$ cat src/rtl/spiker_reader.sv
// Streams a snapshot of the input-spike registers into the SNN core, one word
// per beat, repeating the frame for a programmed number of timesteps.
module spiker_reader #(
   parameter int WIDTH    = 32,
   parameter int N_SPIKES = 784,
   parameter int N_REG    = 25,
   parameter int STEP_W   = 16
) (
   input  logic                   clk_i,
   input  logic                   rst_ni,
   input  logic                   test_mode_i,
   input  logic                   start_i,
   input  logic                   abort_i,
   input  logic [STEP_W-1:0]      n_steps_i,
   input  logic [N_REG*WIDTH-1:0] spikes_i,
   output logic [WIDTH-1:0]       spike_data_o,
   output logic                   spike_valid_o,
   input  logic                   spike_ready_i,
   output logic                   frame_last_o,
   output logic                   run_last_o,
   output logic [STEP_W-1:0]      step_idx_o,
   output logic                   busy_o,
   output logic                   done_o
);

   localparam int CW  = (N_REG > 1) ? $clog2(N_REG) : 1;
   localparam int TOT = N_REG * WIDTH;

   // Bits beyond the last real spike are padding in the top register word.
   function automatic logic [TOT-1:0] spike_mask();
      logic [TOT-1:0] m;
      for (int i = 0; i < TOT; i++) m[i] = (i < N_SPIKES);
      return m;
   endfunction
   localparam logic [TOT-1:0] MASK = spike_mask();

   typedef enum logic [1:0] {IDLE, STREAM, DONE} state_t;

   state_t                        state;
   logic [N_REG-1:0][WIDTH-1:0]   buf_q;
   logic [CW-1:0]                 word_cnt;
   logic [STEP_W-1:0]             step_cnt;
   logic [STEP_W-1:0]             steps_q;
   logic                          in_stream;
   logic                          frame_last;
   logic                          run_last;
   logic                          hs;
   logic                          unused_test;

   assign unused_test   = test_mode_i;
   assign in_stream     = (state == STREAM);
   assign frame_last    = in_stream && (word_cnt == CW'(N_REG - 1));
   assign run_last      = frame_last && (step_cnt == steps_q - STEP_W'(1));
   assign hs            = in_stream && spike_ready_i;

   assign spike_valid_o = in_stream;
   assign busy_o        = in_stream;
   assign spike_data_o  = in_stream ? buf_q[word_cnt] : '0;
   assign frame_last_o  = frame_last;
   assign run_last_o    = run_last;
   assign step_idx_o    = in_stream ? step_cnt : '0;

   always_ff @(posedge clk_i or negedge rst_ni) begin
      if (!rst_ni) begin
         state    <= IDLE;
         buf_q    <= '0;
         word_cnt <= '0;
         step_cnt <= '0;
         steps_q  <= '0;
         done_o   <= 1'b0;
      end else if (abort_i) begin
         state    <= IDLE;
         word_cnt <= '0;
         step_cnt <= '0;
         done_o   <= 1'b0;
      end else begin
         case (state)
            IDLE: begin
               done_o <= 1'b0;
               if (start_i) begin
                  buf_q    <= spikes_i & MASK;
                  steps_q  <= n_steps_i;
                  word_cnt <= '0;
                  step_cnt <= '0;
                  state    <= (n_steps_i != '0) ? STREAM : DONE;
               end
            end
            STREAM: begin
               if (hs) begin
                  if (!frame_last) begin
                     word_cnt <= word_cnt + CW'(1);
                  end else begin
                     word_cnt <= '0;
                     if (run_last) begin
                        state  <= DONE;
                        done_o <= 1'b1;
                     end else begin
                        step_cnt <= step_cnt + STEP_W'(1);
                     end
                  end
               end
            end
            DONE: begin
               // A zero-step run enters here with done_o low and spends one
               // extra cycle so the pulse lands two cycles after start.
               if (done_o) begin
                  done_o <= 1'b0;
                  state  <= IDLE;
               end else begin
                  done_o <= 1'b1;
               end
            end
            default: state <= IDLE;
         endcase
      end
   end

endmodule

$ cat config.mk
export PLATFORM = sky130hd
export DESIGN_NAME = spiker_reader
export DESIGN_NICKNAME = d
export VERILOG_FILES = /design/src/rtl/spiker_reader.sv
export SDC_FILE = /design/constraint.sdc
export NUM_CORES = 1
export LEC_CHECK = 0
export BUFFER_PORTS_ARGS = -buffer_cell sky130_fd_sc_hd__buf_2
export CAP_MARGIN = 15
export CORE_UTILIZATION = 30
export CTS_BUF_LIST = sky130_fd_sc_hd__clkbuf_8
export DETAILED_ROUTE_END_ITERATION = 10
export REMOVE_ABC_BUFFERS = 1
export SYNTH_ARGS = -nofsm -noshare
export SYNTH_HDL_FRONTEND = slang
export SYNTH_SLANG_ARGS = --single-unit
$ cat constraint.sdc
create_clock -name clk_i -period 3 [get_ports clk_i]
set_input_delay 0.3 -clock clk_i [delete_from_list [all_inputs] [get_ports clk_i]]
set_output_delay 0.3 -clock clk_i [all_outputs]
set_load 0.01 [all_outputs]
Yosys cells after proc, flatten, opt, wreduce, memory -nomap -nowiden. Cells that the tools add are included.

Bits in registers: 824. Output and inout port bits: 53. Word-level logic and storage cells: 86.

$add $sub $neg: 3. Order comparisons: 1. Eq/ne operators: 10. Muxes and demuxes: 29. Bitwise logic cells: 1. Reduce and logical (&&, ||, !) cells: 12.

Operators with widths (count): $bmux 32 s5 (1); $mux 16 (6); $mux 32 (2); $pmux 16 s2 (1); $mux 5 (4); $add 16x1->16 const B (1); $eq 16x16->1 (1); $reduce_bool 16->1 (1); $sub 16x1->16 const B (1); $mux 2 (7); $ne 3x3->1 const B (4); $pmux 5 s2 (1); $reduce_and 5->1 (2); $lt 5x6->1 const B (1); $ne 3x2->1 const B (2); $pmux 2 s3 (1); $reduce_and 3->1 (2); $add 5x1->5 const B (1); $eq 5x5->1 const B (1); $mux 1 (5); $reduce_and 4->1 (1); $reduce_bool 4->1 (1); $logic_and 1x1->1 (3); $pmux 1 s3 (1); 5 further kinds (5).

Depth between registers and ports, before layout.
Depth after elaboration: 8. Gate-level depth with buffers: 15. Depth with buffers taken out: 9.

Worst setup path before layout. No wires, ideal clock.

Kind: flip-flop to flip-flop. Start point: reg word_cnt[0]. End point: reg step_cnt[12]. Setup time: 0.076 ns. Arrival time: 2.987 ns. Required time: 2.924 ns. Slack: -0.063 ns. Stages on the path, launching flop included: 15. Period minus slack after synthesis: 3.063 ns. Cell sequence: dfrtp_1 > buf_2 > buf_2 > buf_2 > buf_2 > buf_2 > inv_1 > ha_1 > nand4_1 > a2111oi_0 > nand4_1 > nor4_4 > buf_6 > or3_2 > a21oi_2.

Longest elaborated chain between the ends: 5.

Ends and longest elaborated chain: start: declaration (line 41) `logic [CW-1:0] word_cnt;`; start signal: assignment (line 91) `word_cnt <= word_cnt + CW'(1);`; $eq 5x5->1 (*) (line 52) `assign frame_last = in_stream && (word_cnt == CW'(N_REG - 1));`; $logic_and 1x1->1 (*) (line 52); $logic_and 1x1->1 (line 53) `assign run_last = frame_last && (step_cnt == steps_q - STEP_W'(1));`; $ne 3x3->1 (no source line); $reduce_and 5->1 (no source line) (*); end signal: assignment (line 98) `step_cnt <= step_cnt + STEP_W'(1);`; end: declaration (line 42) `logic [STEP_W-1:0] step_cnt;`.

Mark *: on every way between the ends. The rest lies on a longest branch, timed or not. A chain may end at the register's enable or synchronous reset.

Worst setup path after layout.
Start point: reg word_cnt[0]. End point: out spike_data_o[6].

Longest elaborated chain between the ends: 3.

Ends and longest elaborated chain: $bmux 32 s5 (line 58) `assign spike_data_o = in_stream ? buf_q[word_cnt] : '0;`; $mux 32 (implied by the code) (line 58); $mux 32 (line 58); end: declaration (line 16) `output logic [WIDTH-1:0] spike_data_o,`.

No other way between the ends. The select of a mux whose other input is x is not followed.

==> impl_results.md <==
* Slew @ Worst Pin at approximately 0.95 ns
* Max Buffers Root-to-Sink at 3
* Final min period at between 3 and 4 ns
* Crit path required time at approximately 2.7 ns
* Top cells by count, synth: nand2_1, dfrtp_1, clkbuf_1
* Post-Route WL at 153000 um
* Skew final at 0.0262 ns
* CTS tree: yes
* Setup crit start kind: register
* DR WL/cell at about 20 um
* Yosys warnings at 0
* RSZ-0062 raised after global routing: true
* Pleak at between 20 and 30 nW
* Worst Hold Launch: spikes_i[671]
* Peak VDD IR at 398 uV
* Horiz. Die Dim at approximately 360 um
* Max-cap violations at 0
* Io pins at 875
* Slowest stage delay, CP at about 0.5 ns
* Register-to-register setup slack at roughly 0.020 ns
* Global route overflow at 0
* ANT nets after route at 0
* Top cell type's share of synthesized area at between 50% and 60%
* Synth Register Bits at slightly above 800
* Crit-path most repeated cell: mux4_2
* Die Ht at between 300 and 400 um
* Crit-path cells: buf_4 -> buf_16 -> buf_12 -> buf_8 -> mux4_2 -> mux4_2 -> nor2b_1 -> o21a_1 -> buf_2
* Maximum fanout along the worst path at 6
* Fill cells at approximately 11000
* Fraction of layout cells with a size suffix above 1 at a little over a quarter
* Final setup vio count at 33
* Largest net degree at the start of global routing at around 150
* Family with the most delay on the worst path: multiplexers
* Clk Latency, worst-skew pair at 0.82 ns
* H-tree levels at 4
* Syn avg cell area at slightly above 9 um^2
* TritonCTS Buffers at roughly 150
* Hpwl dp at between 90000 and 100000 um
* Worst path slowest cell: dfrtp_4
* Cell count after synthesis at approximately 4200
* Most used DFF post-synth: dfrtp_1
* Post-route DRC at 0
* CP endpoint kind: output pin
* Initial Util at a little under a third
* CP Data Arrival Time at approximately 3.4 ns
* Die area at approximately 0.13 mm^2
* Final Cycle Share at 122%
* Number of synthesized flops with an enable pin at 0
* Area contributors post-synth: dfrtp_1, nand2_1, mux4_2, clkbuf_1, mux2i_1
* Achievable Freq at 274 MHz
* RR Startpoint: steps_q[0]
* Failing checks: setup timing
* Status: finished with violations
* HP Class: input pin to register
* FP Rows at 130
* Max-slew violation count at 0
* Root buf cell: clkbuf_8
* Number of detailed-route iterations in the first pass at 6
* Largest area contributor in the netlist: dfrtp_1
* Worst r2r path cells at 11
* Detailed-route via count at 37462
* IO Port Bufs at ~860
* Async SR Flop Fraction at 100%
* DRT iter0 DRCs at 3188
* Area grow syn2layout at 50.9%
* Hold path endpoint: buf_q[671]
* Post-Syn Area at 0.0383 mm^2
* Antenna violations before repair at 33
* Register area share after synthesis at a little over half
* Hold path depth at 3
* Setup TNS at -18.23 ns
* Count leader, synth: nand2_1
* Fin nets at a little under 7000
* Max_slew headroom at around 37%
* Netlist cell types at about 70
* RD Place Congestion at between 0.8 and 0.9
* FF-to-FF End: step_cnt[10]
* First-pass GRT wire length at roughly 230000 um
* Vias/cell at slightly below 5
* Pwr/cell area at 811 mW/mm^2
* Critical path class: register to output pin
* Fin. Hold Viols at 0
* Final WS setup at -0.655 ns
* Place WS at around 0.19 ns
* Buf+Inv Stages, Crit Path at 5
* Vias in the first global route at just under 40000
* GRT Total Usage at a little under a quarter
* Clock sink count at approximately 820
* CTS clk-pin slew, worst paths at roughly 0.050 ns
* Core Region at 0.126 mm^2
what timing repair did:
action,4_1_cts,5_1_grt
cloned,3,7
resized for setup,80,62
hold buffers,803,0
buffers inserted,21,34
hold endpoints to repair,892,0
pin swaps,11,14
setup endpoints to repair,33,53
layer usage:
| metal | track usage, % | vias to the layer above | routed length, um |
|---|---|---|---|
| li1 | - | 16999 | - |
| met1 | 29.8 | 18191 | 63200 |
| met2 | 36.7 | 1796 | 70700 |
| met3 | 5.28 | 458 | 11800 |
| met4 | 10.6 | 18 | 7290 |
| met5 | 0 | - | 106 |
stage by stage:
stage          instance area (um^2)  hold slack [ns]  utilization, %  cells  total power [mW]
2_1_floorplan                 37300          0.00441               -   3888              24.2
3_3_place_gp                  45300            0.420            35.9   6552              33.1
3_5_place_dp                  45300            0.420            35.9   6552              33.6
4_1_cts                       57100          0.00563            45.2   7640              46.4
5_1_grt                       57800           0.0309            45.8   7692              50.0
6_report                      57800            0.103            45.8   7700              46.9
layout make-up:
type / instances / area [um^2] / area share, %
well taps: 1650 / 2060 / 3.57
clock inverters: 72 / 474 / 0.820
repair buffers: 1878 / 15000 / 25.9
flip-flops and latches: 824 / 20600 / 35.7
clock buffers: 190 / 2620 / 4.52
diodes: 22 / 55.1 / 0.0952
inverters: 14 / 60.1 / 0.104
multi-input cells: 3050 / 17000 / 29.3
flip-flops by register name, indices dropped and copies added (netlist names):
register	flops
buf_q	784
done_o	1
state	2
step_cnt	16
steps_q	16
word_cnt	5
cells in the final DEF, fill, tap and decap left out, drive strengths merged, types with 4 or more instances in the layout:
master / instances
o311a: 7
clkbuf: 196
or4: 6
o21a: 10
inv: 60
xnor2: 14
bufinv: 5
a22o: 7
clkinvlp: 6
nand2b: 6
a221oi: 15
nor2: 22
nor3: 6
xor2: 4
nor4: 9
a21oi: 17
mux4: 182
nor2b: 13
mux2i: 76
mux2: 22
o21ai: 32
and3: 9
diode: 22
buf: 1068
nand3: 21
ha: 7
o211ai: 11
dlygate4sd3: 803
nand4: 11
nand2: 2427
and2: 33
o22ai: 38
or3: 13
dfrtp: 824
clkinv: 15
tightest hold or removal path, stage by stage:
cell and delay (ns):
buf_2 0.14, nand2_1 0.34, nand2_1 0.10
worst max path at each step:
stage,from,end,cells past startpoint
2_1_floorplan,state[0],buf_q[0],5
3_3_place_gp,steps_q[0],state[1],10
3_5_place_dp,steps_q[0],state[1],10
4_1_cts,word_cnt[0],spike_data_o[29],10
5_1_grt,word_cnt[0],spike_data_o[29],10
6_report,word_cnt[0],spike_data_o[6],9
report_power, final:
part | switching, mW | internal (mW)
Sequential | 3.01 | 16.2
Combinational | 8.39 | 8.21
Clock | 4.95 | 6.11
logic make-up (layout without fill, tap and decap cells):
kind of cell	after synthesis	in the layout	share of synthesized area, %
compound gates	157	157	2.91
simple gates	2587	2587	26.3
xor+xnor	19	19	0.470
mux	280	280	13.3
buf+inv	283	2154	2.98
fa+ha+maj	7	7	0.228
flops	824	824	53.8
other cells	0	22	0
Note: power is estimated with default switching activity, not from simulation.
